$ cat src/rtl/uart_word_receiver_if.sv
// Word-level result bundle of uart_word_receiver: assembled word, strobe,
// per-word error flags and the busy indication.
interface uart_word_receiver_if #(
  parameter int WIDTH = 32
);
  logic [WIDTH-1:0] Data;
  logic             Data_Ready;
  logic             Parity_ERR;
  logic             Frame_ERR;
  logic             Busy;

  modport master (output Data, Data_Ready, Parity_ERR, Frame_ERR, Busy);
  modport slave  (input  Data, Data_Ready, Parity_ERR, Frame_ERR, Busy);
endinterface

$ cat src/rtl/uart_word_receiver.sv
// Oversampling UART receiver with 2-of-3 mid-bit voting, optional parity, and
// packing of WORD_BYTES characters (LSB byte first) into one parallel word.
module uart_word_receiver #(
  parameter int DATA_BITS    = 8,
  parameter int WORD_BYTES   = 4,
  parameter int PARITY       = 1,
  parameter int OVERSAMPLE   = 16,
  parameter int TIMEOUT_BITS = 20
) (
  input  logic CLK,
  input  logic CLR,
  input  logic CLK_Baud,
  input  logic Serial_input,
  uart_word_receiver_if.master rx_if
);

  localparam int WIDTH    = DATA_BITS * WORD_BYTES;
  localparam int IDX_W    = (WORD_BYTES > 1) ? $clog2(WORD_BYTES) : 1;
  localparam int TICK_W   = $clog2(OVERSAMPLE);
  localparam int BIT_W    = $clog2(DATA_BITS);
  localparam int TO_LIMIT = TIMEOUT_BITS * OVERSAMPLE;
  localparam int TO_W     = $clog2(TO_LIMIT + 1);

  localparam logic [2:0] ST_IDLE   = 3'd0;
  localparam logic [2:0] ST_START  = 3'd1;
  localparam logic [2:0] ST_DATA   = 3'd2;
  localparam logic [2:0] ST_PARITY = 3'd3;
  localparam logic [2:0] ST_STOP   = 3'd4;

  logic                 sync1_q, sync2_q, prev_q;
  logic [1:0]           vld_q;
  logic [2:0]           state_q, state_d;
  logic [TICK_W-1:0]    tick_q, tick_d;
  logic [BIT_W-1:0]     bit_q, bit_d;
  logic [1:0]           samp_q, samp_d;
  logic [DATA_BITS-1:0] shift_q, shift_d;
  logic [WIDTH-1:0]     word_q, word_d;
  logic [IDX_W-1:0]     idx_q, idx_d;
  logic                 perr_acc_q, perr_acc_d;
  logic                 ferr_acc_q, ferr_acc_d;
  logic [TO_W-1:0]      to_q, to_d;
  logic [WIDTH-1:0]     data_q, data_d;
  logic                 ready_q, ready_d;
  logic                 perr_q, perr_d;
  logic                 ferr_q, ferr_d;

  logic rx, start_det, vote, par_exp;
  logic at_s0, at_s1, at_vote, at_end;

  assign rx        = sync2_q;
  assign start_det = (state_q == ST_IDLE) && prev_q && !rx;
  assign at_s0     = CLK_Baud && (tick_q == TICK_W'(OVERSAMPLE/2 - 1));
  assign at_s1     = CLK_Baud && (tick_q == TICK_W'(OVERSAMPLE/2));
  assign at_vote   = CLK_Baud && (tick_q == TICK_W'(OVERSAMPLE/2 + 1));
  assign at_end    = CLK_Baud && (tick_q == TICK_W'(OVERSAMPLE - 1));
  assign vote      = (samp_q[0] & samp_q[1]) | (samp_q[0] & rx) | (samp_q[1] & rx);
  assign par_exp   = (^shift_q) ^ (PARITY == 2);

  always_comb begin
    // NOTE: every next-state signal takes its hold value first so no path
    // through the case statement can leave it unassigned and infer a latch.
    state_d    = state_q;
    tick_d     = tick_q;
    bit_d      = bit_q;
    samp_d     = samp_q;
    shift_d    = shift_q;
    word_d     = word_q;
    idx_d      = idx_q;
    perr_acc_d = perr_acc_q;
    ferr_acc_d = ferr_acc_q;
    to_d       = to_q;
    data_d     = data_q;
    ready_d    = 1'b0;
    perr_d     = perr_q;
    ferr_d     = ferr_q;

    if (state_q != ST_IDLE && CLK_Baud)
      tick_d = (tick_q == TICK_W'(OVERSAMPLE - 1)) ? '0 : tick_q + TICK_W'(1);
    if (at_s0) samp_d[0] = rx;
    if (at_s1) samp_d[1] = rx;

    case (state_q)
      ST_IDLE: begin
        // Start detection outranks a timeout expiring in the same cycle.
        if (start_det) begin
          state_d = ST_START;
          tick_d  = '0;
          to_d    = '0;
        end else if (idx_q == '0) begin
          to_d = '0;
        end else if (CLK_Baud) begin
          if (to_q == TO_W'(TO_LIMIT - 1)) begin
            idx_d      = '0;
            perr_acc_d = 1'b0;
            ferr_acc_d = 1'b0;
            to_d       = '0;
          end else begin
            to_d = to_q + TO_W'(1);
          end
        end
      end
      ST_START: begin
        if (at_vote && vote) begin
          state_d = ST_IDLE;
        end else if (at_end) begin
          state_d = ST_DATA;
          bit_d   = '0;
        end
      end
      ST_DATA: begin
        if (at_vote) shift_d = {vote, shift_q[DATA_BITS-1:1]};
        if (at_end) begin
          if (bit_q == BIT_W'(DATA_BITS - 1)) begin
            state_d = (PARITY != 0) ? ST_PARITY : ST_STOP;
            bit_d   = '0;
          end else begin
            bit_d = bit_q + BIT_W'(1);
          end
        end
      end
      ST_PARITY: begin
        if (at_vote && (vote != par_exp)) perr_acc_d = 1'b1;
        if (at_end) state_d = ST_STOP;
      end
      ST_STOP: begin
        // Return to IDLE at the stop-bit vote so a back-to-back start edge is caught.
        if (at_vote) begin
          state_d = ST_IDLE;
          word_d[idx_q*DATA_BITS +: DATA_BITS] = shift_q;
          if (idx_q == IDX_W'(WORD_BYTES - 1)) begin
            data_d     = word_d;
            perr_d     = perr_acc_q;
            ferr_d     = ferr_acc_q | ~vote;
            ready_d    = 1'b1;
            idx_d      = '0;
            perr_acc_d = 1'b0;
            ferr_acc_d = 1'b0;
          end else begin
            idx_d      = idx_q + IDX_W'(1);
            ferr_acc_d = ferr_acc_q | ~vote;
          end
        end
      end
      default: state_d = ST_IDLE;
    endcase
  end

  always_ff @(posedge CLK or negedge CLR) begin
    if (!CLR) begin
      sync1_q    <= 1'b1;
      sync2_q    <= 1'b1;
      prev_q     <= 1'b0;
      vld_q      <= '0;
      state_q    <= ST_IDLE;
      tick_q     <= '0;
      bit_q      <= '0;
      samp_q     <= '0;
      shift_q    <= '0;
      // NOTE: the word staging register is reset like any other state; it is
      // small and a clean reset keeps discarded partial words from resurfacing.
      word_q     <= '0;
      idx_q      <= '0;
      perr_acc_q <= 1'b0;
      ferr_acc_q <= 1'b0;
      to_q       <= '0;
      data_q     <= '0;
      ready_q    <= 1'b0;
      perr_q     <= 1'b0;
      ferr_q     <= 1'b0;
    end else begin
      // NOTE: non-blocking assignments so every register samples pre-edge values.
      sync1_q    <= Serial_input;
      sync2_q    <= sync1_q;
      vld_q      <= {vld_q[0], 1'b1};
      // prev_q only carries a real line level, so a low line at reset release is no edge.
      prev_q     <= vld_q[1] ? sync2_q : 1'b0;
      state_q    <= state_d;
      tick_q     <= tick_d;
      bit_q      <= bit_d;
      samp_q     <= samp_d;
      shift_q    <= shift_d;
      word_q     <= word_d;
      idx_q      <= idx_d;
      perr_acc_q <= perr_acc_d;
      ferr_acc_q <= ferr_acc_d;
      to_q       <= to_d;
      data_q     <= data_d;
      ready_q    <= ready_d;
      perr_q     <= perr_d;
      ferr_q     <= ferr_d;
    end
  end

  assign rx_if.Data       = data_q;
  assign rx_if.Data_Ready = ready_q;
  assign rx_if.Parity_ERR = perr_q;
  assign rx_if.Frame_ERR  = ferr_q;
  assign rx_if.Busy       = (state_q != ST_IDLE);

endmodule

$ cat src/flat_wrapper.sv
// flat-port wrapper written by rule: the top's interface ports become plain ports
module uart_word_receiver_flat 
#(
  parameter int DATA_BITS    = 8,
  parameter int WORD_BYTES   = 4,
  parameter int PARITY       = 1,
  parameter int OVERSAMPLE   = 16,
  parameter int TIMEOUT_BITS = 20
)
  (CLK, CLR, CLK_Baud, Serial_input, rx_if_Data, rx_if_Data_Ready, rx_if_Parity_ERR, rx_if_Frame_ERR, rx_if_Busy);
  uart_word_receiver_if #(.WIDTH(32)) rx_if_i ();
  input  logic CLK;
  input  logic CLR;
  input  logic CLK_Baud;
  input  logic Serial_input;
  output wire logic [$bits(rx_if_i.Data)-1:0] rx_if_Data;
  output wire logic [$bits(rx_if_i.Data_Ready)-1:0] rx_if_Data_Ready;
  output wire logic [$bits(rx_if_i.Parity_ERR)-1:0] rx_if_Parity_ERR;
  output wire logic [$bits(rx_if_i.Frame_ERR)-1:0] rx_if_Frame_ERR;
  output wire logic [$bits(rx_if_i.Busy)-1:0] rx_if_Busy;
  assign rx_if_Data = rx_if_i.Data;
  assign rx_if_Data_Ready = rx_if_i.Data_Ready;
  assign rx_if_Parity_ERR = rx_if_i.Parity_ERR;
  assign rx_if_Frame_ERR = rx_if_i.Frame_ERR;
  assign rx_if_Busy = rx_if_i.Busy;
  uart_word_receiver #(.DATA_BITS(DATA_BITS), .WORD_BYTES(WORD_BYTES), .PARITY(PARITY), .OVERSAMPLE(OVERSAMPLE), .TIMEOUT_BITS(TIMEOUT_BITS)) u_core (.CLK(CLK), .CLR(CLR), .CLK_Baud(CLK_Baud), .Serial_input(Serial_input), .rx_if(rx_if_i));
endmodule
$ cat config.mk
export PLATFORM = sky130hd
export DESIGN_NAME = uart_word_receiver_flat
export DESIGN_NICKNAME = d
export VERILOG_FILES = /design/src/rtl/uart_word_receiver_if.sv /design/src/rtl/uart_word_receiver.sv /design/src/flat_wrapper.sv
export SDC_FILE = /design/constraint.sdc
export NUM_CORES = 1
export LEC_CHECK = 0
export CAP_MARGIN = 20
export CELL_PAD_IN_SITES_DETAIL_PLACEMENT = 1
export CELL_PAD_IN_SITES_GLOBAL_PLACEMENT = 1
export CORE_ASPECT_RATIO = 1.1
export CORE_MARGIN = 10
export CORE_UTILIZATION = 46
export CTS_CLUSTER_DIAMETER = 60
export CTS_CLUSTER_SIZE = 16
export DETAILED_ROUTE_END_ITERATION = 12
export PLACE_DENSITY_LB_ADDON = 0.12
export SLEW_MARGIN = 40
export SYNTH_ARGS = -nofsm -noshare
export SYNTH_HDL_FRONTEND = slang
export SYNTH_SLANG_ARGS = --single-unit
$ cat constraint.sdc
create_clock -name CLK -period 3 [get_ports CLK]
set_input_delay 0.6 -clock CLK [delete_from_list [all_inputs] [get_ports CLK]]
set_output_delay 0.6 -clock CLK [all_outputs]
set_load 0.005 [all_outputs]
==> Yosys cells after proc, flatten, opt, wreduce, memory -nomap -nowiden <==
Index checks and enable logic that the tools add are counted.
{ "word_totals": {"regBits": 105, "latch_bits": 0, "ram_bits": 0, "romBits": 0, "in_bits": 4, "out_inout_bits": 36, "word_cells": 129, "mem_count": 0} }
{ "classes": {"add_sub_neg": 5, "n_mul": 0, "div_mod_pow": 0, "magnitude_cmp": 0, "n_eq_ne": 26, "shifts": 2, "mux": 44, "n_bitwise": 7, "reduce_logical": 26} }
{ "ops": {"columns": ["cell", "n"], "rows": [
  ["$mux 9", 4],
  ["$neg 5->34", 1],
  ["$shift 8x34->32 const A", 1],
  ["$shiftx 8x34->32", 1],
  ["$mux 3", 11],
  ["$bwmux 32", 1],
  ["$mux 4", 4],
  ["$ne 2x1->1 const B", 8],
  ["$pmux 3 s5", 1],
  ["$mux 1", 13],
  ["$eq 4x4->1 const B", 3],
  ["$mux 2", 6],
  ["$reduce_and 6->1", 2],
  ["$ne 2x2->1 const B", 5],
  ["$add 9x1->9 const B", 1],
  ["$eq 9x9->1 const B", 1],
  ["$logic_and 1x1->1", 9],
  ["$reduce_bool 3->1", 3],
  ["$reduce_and 8->1", 1],
  ["$reduce_xor 8->1", 1],
  ["$eq 3x2->1 const B", 2],
  ["$eq 3x3->1 const B", 2],
  ["$pmux 3 s2", 1],
  ["$reduce_and 2->1", 3],
  ["other kinds (20)", 25]
]} }

==> Logic depth before layout (Yosys ltp) <==
Gate-level depths: netlist (run 1).
{ "logic_depth": {"word_depth": 8, "depth_mapped": 11, "depth_no_buf": 7} }

==> Worst setup path after synthesis (run 1) <==
Ideal clock, no wire load.
{ "synth_path": {"path_type": "reg-to-reg", "from": "register u_core.idx_q[0]", "to": "register u_core.idx_q[0]", "setup_ps": 120, "t_arrival_ps": 1997, "required_time_ps": 2880, "slack_ps": 883, "path_stages_with_launch": 8, "n_path_buf": 1, "synth_period_minus_slack_ps": 2117, "cell_sequence": "dfrtp_1 > inv_1 > ha_1 > buf_2 > or4b_4 > o21ai_4 > a21oi_1 > a31o_2"} }
{ "synth_via": {"elab_chain_cells": 4, "word_cells_on_any_way": 8, "classes_between": "add/sub: 1; eq/ne: 2; mux: 3; reduce/logical: 2"} }
{ "synth_lines": {"columns": ["item", "line_no", "source"], "rows": [
  ["from (decl)", "uart_word_receiver.sv:38", "logic [IDX_W-1:0] idx_q, idx_d;"],
  ["from (signal assigned)", "uart_word_receiver.sv:183", "idx_q <= idx_d;"],
  ["$add 2x1->2 or $eq 2x2->1 (tied branches)", "uart_word_receiver.sv:139, uart_word_receiver.sv:130", null],
  ["$mux 2", "uart_word_receiver.sv:130", "if (idx_q == IDX_W'(WORD_BYTES - 1)) begin"],
  ["$mux 2", "uart_word_receiver.sv:127", "if (at_vote) begin"],
  ["$pmux 2 s2", "uart_word_receiver.sv:82", "case (state_q)"]
]} }
Parallel ways exist; a longest one is shown, timed or not. The select of a mux whose other input is x is not followed.
A chain may end at the register's enable or synchronous reset.

==> Final worst setup path (run 1) <==
{ "layout_path": {"from": "register u_core.state_q[2]", "to": "output port rx_if_Busy"} }
{ "layout_via": {"elab_chain_cells": 1} }
{ "layout_lines": {"columns": ["item", "line_no", "source"], "rows": [
  ["from (decl)", "uart_word_receiver.sv:32", "logic [2:0] state_q, state_d;"],
  ["from (signal assigned)", "uart_word_receiver.sv:177", "state_q <= state_d;"],
  ["$reduce_bool 3->1", "uart_word_receiver.sv:198", "assign rx_if.Busy = (state_q != ST_IDLE);"],
  ["to (decl)", "flat_wrapper.sv:20", "output wire logic [$bits(rx_if_i.Busy)-1:0] rx_if_Busy;"]
]} }
No other way between the ends.

==> results of run 1 <==
cell usage in the layout (no fill, tap or decap), types with 5 or more instances in the layout:
cell	n
sky130_fd_sc_hd__clkdlybuf4s50_1	38
sky130_fd_sc_hd__o21ai_1	15
sky130_fd_sc_hd__mux2_2	11
sky130_fd_sc_hd__nand3_1	5
sky130_fd_sc_hd__a22o_1	35
sky130_fd_sc_hd__dfrtp_1	103
sky130_fd_sc_hd__ha_1	12
sky130_fd_sc_hd__o21ai_0	30
sky130_fd_sc_hd__inv_1	9
sky130_fd_sc_hd__a21oi_1	36
sky130_fd_sc_hd__buf_4	6
sky130_fd_sc_hd__and2_1	5
sky130_fd_sc_hd__clkbuf_16	9
sky130_fd_sc_hd__xnor2_1	8
sky130_fd_sc_hd__nor2_1	10
sky130_fd_sc_hd__nor2b_1	35
sky130_fd_sc_hd__nand2_1	60
cells by family after synthesis:
logic type | count (synthesis) | share of synthesized area [%]
compound gates | 145 | 19.3
xor+xnor | 10 | 1.76
fa+ha+maj | 12 | 3.02
buf+inv | 37 | 4.38
flops | 105 | 52.9
mux | 11 | 2.49
other cells | 1 | 0.0754
simple gates | 144 | 16.1
cells in the mapped netlist (3+ instances only):
| cell type | instances | share of area [%] |
|---|---|---|
| sky130_fd_sc_hd__a21o_1 | 4 | 0.60 |
| sky130_fd_sc_hd__a21oi_1 | 36 | 3.6 |
| sky130_fd_sc_hd__a22o_1 | 35 | 6.2 |
| sky130_fd_sc_hd__a31oi_1 | 3 | 0.38 |
| sky130_fd_sc_hd__and2_1 | 5 | 0.63 |
| sky130_fd_sc_hd__and3_1 | 4 | 0.50 |
| sky130_fd_sc_hd__buf_2 | 7 | 0.70 |
| sky130_fd_sc_hd__buf_6 | 8 | 1.8 |
| sky130_fd_sc_hd__clkbuf_1 | 9 | 0.68 |
| sky130_fd_sc_hd__dfrtp_1 | 103 | 52 |
| sky130_fd_sc_hd__ha_1 | 12 | 3.0 |
| sky130_fd_sc_hd__inv_1 | 9 | 0.68 |
| sky130_fd_sc_hd__mux2_2 | 11 | 2.5 |
| sky130_fd_sc_hd__nand2_1 | 60 | 4.5 |
| sky130_fd_sc_hd__nand3_1 | 5 | 0.50 |
| sky130_fd_sc_hd__nand4_1 | 3 | 0.38 |
| sky130_fd_sc_hd__nor2_1 | 10 | 0.75 |
| sky130_fd_sc_hd__nor2b_1 | 35 | 4.4 |
| sky130_fd_sc_hd__nor3b_1 | 3 | 0.45 |
| sky130_fd_sc_hd__o21ai_0 | 30 | 3.0 |
| sky130_fd_sc_hd__o21ai_1 | 15 | 1.5 |
| sky130_fd_sc_hd__o31ai_1 | 3 | 0.45 |
| sky130_fd_sc_hd__xnor2_1 | 8 | 1.4 |
state kept, by name, summed over array words and instances (netlist names), 2 cells and up:
name,flops
u_core.state_q,3
u_core.to_q,9
u_core.word_q,32
u_core.bit_q,3
u_core.samp_q,2
u_core.shift_q,8
u_core.rx_if.Data,32
u_core.tick_q,4
u_core.idx_q,2
u_core.vld_q,2
per-layer routing:
metal / global-route usage [%] / up-vias / share of wire (%)
met1: 18.7 / 1816 / 43
met2: 25.9 / 52 / 51
met3: 2.43 / 12 / 3.7
met5: 0 / - / 0
met4: 7.19 / 0 / 2.0
li1: - / 1696 / -
layout make-up:
type	count	area (sq um)	share of cell area, %
clock buffer	12	256	4.46
clock inverter	4	75.1	1.31
inverter	9	33.8	0.588
multi-input combinational	323	2130	37.0
sequential	105	2630	45.8
tap	143	179	3.11
timing repair buffer	45	445	7.75
power by group through the flow:
stage | combinational, mW | sequential (mW) | clock [mW]
2_1_floorplan | 0.327 | 1.58 | 0
3_3_place_gp | 0.382 | 1.64 | 0
3_5_place_dp | 0.398 | 1.64 | 0
4_1_cts | 0.401 | 1.62 | 1.33
5_1_grt | 0.446 | 1.63 | 1.38
6_report | 0.390 | 1.62 | 1.30
critical path, delay by kind of cell (launching register included):
family,cells,cell delay [ns]
buffers and inverters,2,0.65
AND/OR/NAND/NOR,1,0.45
flip-flops,1,0.53
path summary, 6_finish.rpt:
kind                                   start                      end  slack [ns]
setup / recovery           u_core.state_q[2]               rx_if_Busy        0.42
hold / removal                           CLR  u_core.rx_if.Data_Ready        0.25
setup reg to reg             u_core.idx_q[0]        u_core.perr_acc_q        0.60
hold reg to reg              u_core.vld_q[0]          u_core.vld_q[1]        0.36
max in group asynchronous                CLR        u_core.word_q[13]        2.04
min in group CLK             u_core.vld_q[0]          u_core.vld_q[1]        0.36
stage by stage:
step | power, mW | cells | util (%) | setup slack, ns | hold slack, ns
4_1_cts | 3.35 | 641 | 54.8 | 0.395 | 0.277
2_1_floorplan | 1.91 | 465 | - | 0.883 | 0.304
3_5_place_dp | 2.04 | 625 | 51.6 | 0.416 | 0.347
3_3_place_gp | 2.02 | 625 | 51.6 | 0.555 | 0.333
5_1_grt | 3.46 | 641 | 54.8 | 0.295 | 0.303
6_report | 3.31 | 641 | 54.8 | 0.424 | 0.255
==> qor.json, run 1 <==
{
  "place_congestion": {"value": 0.795},
  "ctsLongestPathBuffers": {"value": 2},
  "rsz0062_at_grt": {"value": "no"},
  "total_switching_power": {"value": 0.864, "unit": "mW"},
  "max_slew_margin": {"value": 57.4, "unit": "%"},
  "grtUsageTotal": {"value": 15.2, "unit": "%"},
  "critical_path_arrival": {"value": 1.98, "unit": "ns"},
  "cpMaxStageDelayCell": {"value": "sky130_fd_sc_hd__dfrtp_1"},
  "timing.critical_path.from_type": {"value": "register"},
  "combPwrFrac": {"value": 11.8, "unit": "%"},
  "syn_nets": {"value": 481},
  "row_count": {"value": 39},
  "ys.warnings.count": {"value": 0},
  "route.detailed.drc": {"value": 0},
  "fillCellCount": {"value": 1148},
  "critical-path-max-stage-delay": {"value": 0.53, "unit": "ns"},
  "detail_route.iter0.violations": {"value": 149},
  "swShare": {"value": 26.1, "unit": "%"},
  "post_synth.cell_area_avg": {"value": 10.7, "unit": "sq um"},
  "dp.final_hpwl": {"value": 7550, "unit": "microns"},
  "chipHeight": {"value": 129, "unit": "microns"},
  "cts-resized-gates": {"value": 0},
  "number_of_antenna_violations_at_the_first_check_in_global_routing": {"value": 0},
  "actual_slew_at_the_worst_max_slew_pin": {"value": 0.638, "unit": "ns"},
  "worst_clock_skew": {"value": 0.00631, "unit": "ns"},
  "vias": {"value": 3576},
  "fmax_achieved": {"value": 0.388, "unit": "GHz"},
  "setup_violations": {"value": 0},
  "synth.yosys.seq_area_share": {"value": 52.9, "unit": "%"},
  "floorplan.die.width": {"value": 119, "unit": "microns"},
  "critPathKind": {"value": "reg -> out"},
  "critical_path.cell_chain": {"value": "nor3_4, inv_1, clkdlybuf4s50_1"},
  "layout-drive-gt1-share": {"value": 10.4, "unit": "%"},
  "global_route_wire_length_before_repair": {"value": 19100, "unit": "microns"},
  "antenna_violating_nets_post_route": {"value": 0},
  "worst_hold_path_type": {"value": "in -> async"},
  "holdBufCountCts": {"value": 0},
  "diodes": {"value": 0},
  "report.final.hold_viol_count": {"value": 0},
  "postLayoutCellArea": {"value": 5750, "unit": "sq um"},
  "congestion_overflow_gr": {"value": 0},
  "post_drt_via_cell_ratio": {"value": 5.58},
  "cts_max_level": {"value": 3},
  "starting_density_of_the_core": {"value": 47.4, "unit": "%"},
  "core_area": {"value": 10500, "unit": "sq um"},
  "pin_count": {"value": 40},
  "synthToLayoutAreaGrowth": {"value": 15.5, "unit": "%"},
  "synthDistinctLibCells": {"value": 62},
  "worstSkewPairLatency": {"value": 0.35, "unit": "ns"},
  "status": {"value": "completed"},
  "pwr_density_cell": {"value": 576, "unit": "nW/um^2"},
  "place_area": {"value": 5410, "unit": "sq um"},
  "period_share": {"value": 85.9, "unit": "%"},
  "p_seq_share": {"value": 48.9, "unit": "%"},
  "ys_ff_latch": {"value": 105},
  "number_of_port_buffers": {"value": 39},
  "worstPathRequired": {"value": 2.40, "unit": "ns"},
  "tns": {"value": 0, "unit": "ns"},
  "final_period_minus_worst_setup_slack": {"value": 2.58, "unit": "ns"},
  "timing.reg2reg.worst_path_depth": {"value": 6},
  "synth_enable_flop_cells": {"value": 0},
  "synth_top_flop_cell": {"value": "sky130_fd_sc_hd__dfrtp_1"},
  "cts_tree": {"value": "built"},
  "internal_power": {"value": 2.45, "unit": "mW"},
  "post_drt_wl_per_cell": {"value": 17.7, "unit": "microns"},
  "grt_pass1_vias": {"value": 3725},
  "tritoncts.num_buffers": {"value": 9},
  "drt_pass1_iterations": {"value": 4},
  "post_synth_inst_count": {"value": 465},
  "postRouteWirelength": {"value": 11400, "unit": "microns"},
  "cts_setup_buffers": {"value": 0},
  "vdd_ir_drop_max": {"value": 0.000365, "unit": "V"},
  "worstPathMaxFanout": {"value": 11},
  "grt_max_degree": {"value": 70},
  "ys_async_sr_fraction": {"value": 100, "unit": "%"},
  "final_max_slew_viol_count": {"value": 0},
  "clockRootBuffer": {"value": "sky130_fd_sc_hd__clkbuf_16"},
  "cts.clk_slew.worst_paths": {"value": 0.07, "unit": "ns"},
  "maxCapViolations": {"value": 0},
  "power_frac_clock": {"value": 39.3, "unit": "%"},
  "die_area": {"value": 15400, "unit": "sq um"},
  "power_leakage": {"value": 2.52, "unit": "nW"},
  "worstSetupEndpointType": {"value": "primary output"},
  "cts_num_sinks": {"value": 105},
  "synthesis.area": {"value": 4970, "unit": "sq um"},
  "final_nets": {"value": 509}
}
Power figures use the tool's default switching activity.
==> run 2, diff against run 1 <==
--- a/config.mk
+++ b/config.mk
@@ -14,7 +14,9 @@
 export CTS_CLUSTER_DIAMETER = 60
 export CTS_CLUSTER_SIZE = 16
 export DETAILED_ROUTE_END_ITERATION = 12
-export PLACE_DENSITY_LB_ADDON = 0.12
+export GPL_ROUTABILITY_DRIVEN = 0
+export PLACE_DENSITY = 0.82
+export RECOVER_POWER = 50
 export SLEW_MARGIN = 40
 export SYNTH_ARGS = -nofsm -noshare
 export SYNTH_HDL_FRONTEND = slang
==> run 2 against run 1 <==
  * The run now ends with capacitance limit, slew limit left
  * Combinational power hardly changed
  * Count of clock-buffer cells in the layout is 1 lower
  * Worst hold slack worse by 0.022 ns
  * Die area stayed put
  * Flip-flop and latch count stayed put
  * Clock skew is 0.0028 ns higher
  * Critical path depth stayed put
  * Sequential power hardly changed
  * Fmax is 0.48% higher
  * Non-clock buffer count is 1 lower
  * Total power is 2.0% higher
  * Setup slack better by 0.012 ns
  * Largest cell class unchanged
==> qor.json, run 2 (synthesized netlist as in run 1, its figures left out) <==
{
  "status": {"value": "finished with violations"},
  "violations_in_the_final_reports": {"value": "capacitance limit, slew limit"},
  "mostFrequentLayoutCells": {"value": "sky130_fd_sc_hd__dfrtp_1 (103), sky130_fd_sc_hd__nand2_1 (60), sky130_fd_sc_hd__a21oi_1 (36), sky130_fd_sc_hd__nor2b_1 (35), sky130_fd_sc_hd__a22o_1 (35)"},
  "timing.reg2reg.worst_path_depth": {"value": 6},
  "number_of_antenna_violations_at_the_first_check_in_global_routing": {"value": 0},
  "worstPathRequired": {"value": 2.40, "unit": "ns"},
  "worst_hold_path_type": {"value": "in -> async"},
  "ctsLongestPathBuffers": {"value": 2},
  "period_share": {"value": 85.5, "unit": "%"},
  "timing.critical_path.from_type": {"value": "register"},
  "floorplan.die.width": {"value": 119, "unit": "microns"},
  "setup_violations": {"value": 0},
  "cts_max_level": {"value": 3},
  "worstSkewPairLatency": {"value": 0.35, "unit": "ns"},
  "final_max_slew_viol_count": {"value": 62},
  "cts_tree": {"value": "built"},
  "start_of_the_worst_register_to_register_path": {"value": "u_core.idx_q[0]"},
  "cts.clk_slew.worst_paths": {"value": 0.07, "unit": "ns"},
  "worstSetupEndpointType": {"value": "primary output"},
  "worst_clock_skew": {"value": 0.00915, "unit": "ns"},
  "pin_count": {"value": 40},
  "fmax_achieved": {"value": 0.390, "unit": "GHz"},
  "critical-path-max-stage-delay": {"value": 0.53, "unit": "ns"},
  "worst_setup_path_startpoint": {"value": "u_core.state_q[2]"},
  "capturing_point_of_the_worst_reg2reg_path": {"value": "u_core.word_q[6]"},
  "drt_pass1_iterations": {"value": 4},
  "report.final.hold_viol_count": {"value": 0},
  "max_slew_margin": {"value": -2.75, "unit": "%"},
  "final_nets": {"value": 508},
  "number_of_port_buffers": {"value": 39},
  "congestion_overflow_gr": {"value": 0},
  "pwr_density_cell": {"value": 588, "unit": "nW/um^2"},
  "grtUsageTotal": {"value": 15.8, "unit": "%"},
  "diodes": {"value": 0},
  "crit_end": {"value": "rx_if_Busy"},
  "actual_slew_at_the_worst_max_slew_pin": {"value": 1.54, "unit": "ns"},
  "global_route_wire_length_before_repair": {"value": 20100, "unit": "microns"},
  "cts_num_sinks": {"value": 105},
  "grt_pass1_vias": {"value": 3837},
  "postRouteWirelength": {"value": 11800, "unit": "microns"},
  "starting_density_of_the_core": {"value": 47.4, "unit": "%"},
  "register_to_register_setup_slack": {"value": 0.56, "unit": "ns"},
  "maxCapViolations": {"value": 1},
  "post_drt_via_cell_ratio": {"value": 5.64},
  "power_leakage": {"value": 2.54, "unit": "nW"},
  "critical_path_arrival": {"value": 1.96, "unit": "ns"},
  "layout-drive-gt1-share": {"value": 9.86, "unit": "%"},
  "row_count": {"value": 39},
  "clockRootBuffer": {"value": "sky130_fd_sc_hd__clkbuf_16"},
  "cp_num_cells": {"value": 3},
  "vdd_ir_drop_max": {"value": 0.000324, "unit": "V"},
  "post_drt_wl_per_cell": {"value": 18.5, "unit": "microns"},
  "cts-resized-gates": {"value": 0},
  "synthToLayoutAreaGrowth": {"value": 15.4, "unit": "%"},
  "crit_family": {"value": "buffers and inverters"},
  "route.detailed.drc": {"value": 0},
  "die_area": {"value": 15400, "unit": "sq um"},
  "critical_path.cell_chain": {"value": "nor3_4, inv_1, clkdlybuf4s50_1"},
  "final_period_minus_worst_setup_slack": {"value": 2.56, "unit": "ns"},
  "tns": {"value": 0, "unit": "ns"},
  "vias": {"value": 3609},
  "dp.final_hpwl": {"value": 8030, "unit": "microns"},
  "detail_route.iter0.violations": {"value": 230},
  "p_total": {"value": 3.38, "unit": "mW"},
  "most_frequent_standard_cell_in_the_layout_excluding_fill_and_tap_cells": {"value": "sky130_fd_sc_hd__dfrtp_1"},
  "worstPathMaxFanout": {"value": 11},
  "cts_setup_buffers": {"value": 0},
  "grt_max_degree": {"value": 70},
  "tritoncts.num_buffers": {"value": 9},
  "holdBufCountCts": {"value": 0},
  "critPathKind": {"value": "reg -> out"},
  "critPathBufInv": {"value": 2},
  "core_area": {"value": 10500, "unit": "sq um"},
  "antenna_violating_nets_post_route": {"value": 0},
  "chipHeight": {"value": 129, "unit": "microns"},
  "cpMaxStageDelayCell": {"value": "sky130_fd_sc_hd__dfrtp_1"},
  "rsz0062_at_grt": {"value": "no"}
}
run 2: worst min-delay path by stage:
stage	end	startpoint	slack (ns)	cells past startpoint
final	u_core.rx_if.Data[0]	CLR	0.23	1
after floorplan	u_core.bit_q[0]	CLR	0.30	0
after CTS	u_core.rx_if.Data[7]	CLR	0.26	1
after global routing	u_core.rx_if.Data[0]	CLR	0.28	1
after global placement	u_core.vld_q[1]	u_core.vld_q[0]	0.33	0
after detailed placement	u_core.vld_q[1]	u_core.vld_q[0]	0.34	0
run 2: worst register-to-register path: stages, from the launching register on:
cell,delay (ns)
sky130_fd_sc_hd__dfrtp_1,0.48
sky130_fd_sc_hd__inv_1,0.27
sky130_fd_sc_hd__ha_1,0.53
sky130_fd_sc_hd__nor4bb_1,0.31
sky130_fd_sc_hd__buf_4,0.23
sky130_fd_sc_hd__and2_1,0.34
sky130_fd_sc_hd__a22o_1,0.22
run 2: routing by layer:
layer	vias up	part of all wire (%)	GRT usage, %
met2	70	50	27.5
met4	0	1.8	6.54
li1	1702	-	-
met5	-	0	0
met3	18	4.1	2.69
met1	1819	44	19.2
run 2: area by class of cell:
class,instances,area [sq um]
fill,1136,4750
sequential,105,2630
multi-input combinational,323,2130
timing repair buffer,44,419
clock buffer,11,243
tap,143,179
clock inverter,5,108
inverter,9,33.8
run 2: metrics by stage:
step                      util, %  setup slack, ns  hold WS, ns  instances  instance area, sq um
after CTS                    54.9            0.421        0.264        640                  5760
after floorplan                 -            0.883        0.304        465                  4970
after global routing         54.7            0.281        0.281        640                  5740
after global placement       51.5            0.527        0.334        624                  5410
after detailed placement     51.5            0.425        0.339        624                  5410
final                        54.7            0.436        0.233        640                  5740
run 2: power breakdown:
part / internal (mW) / switching [mW]
logic: 0.165 / 0.224
clock network: 0.845 / 0.525
registers: 1.50 / 0.117
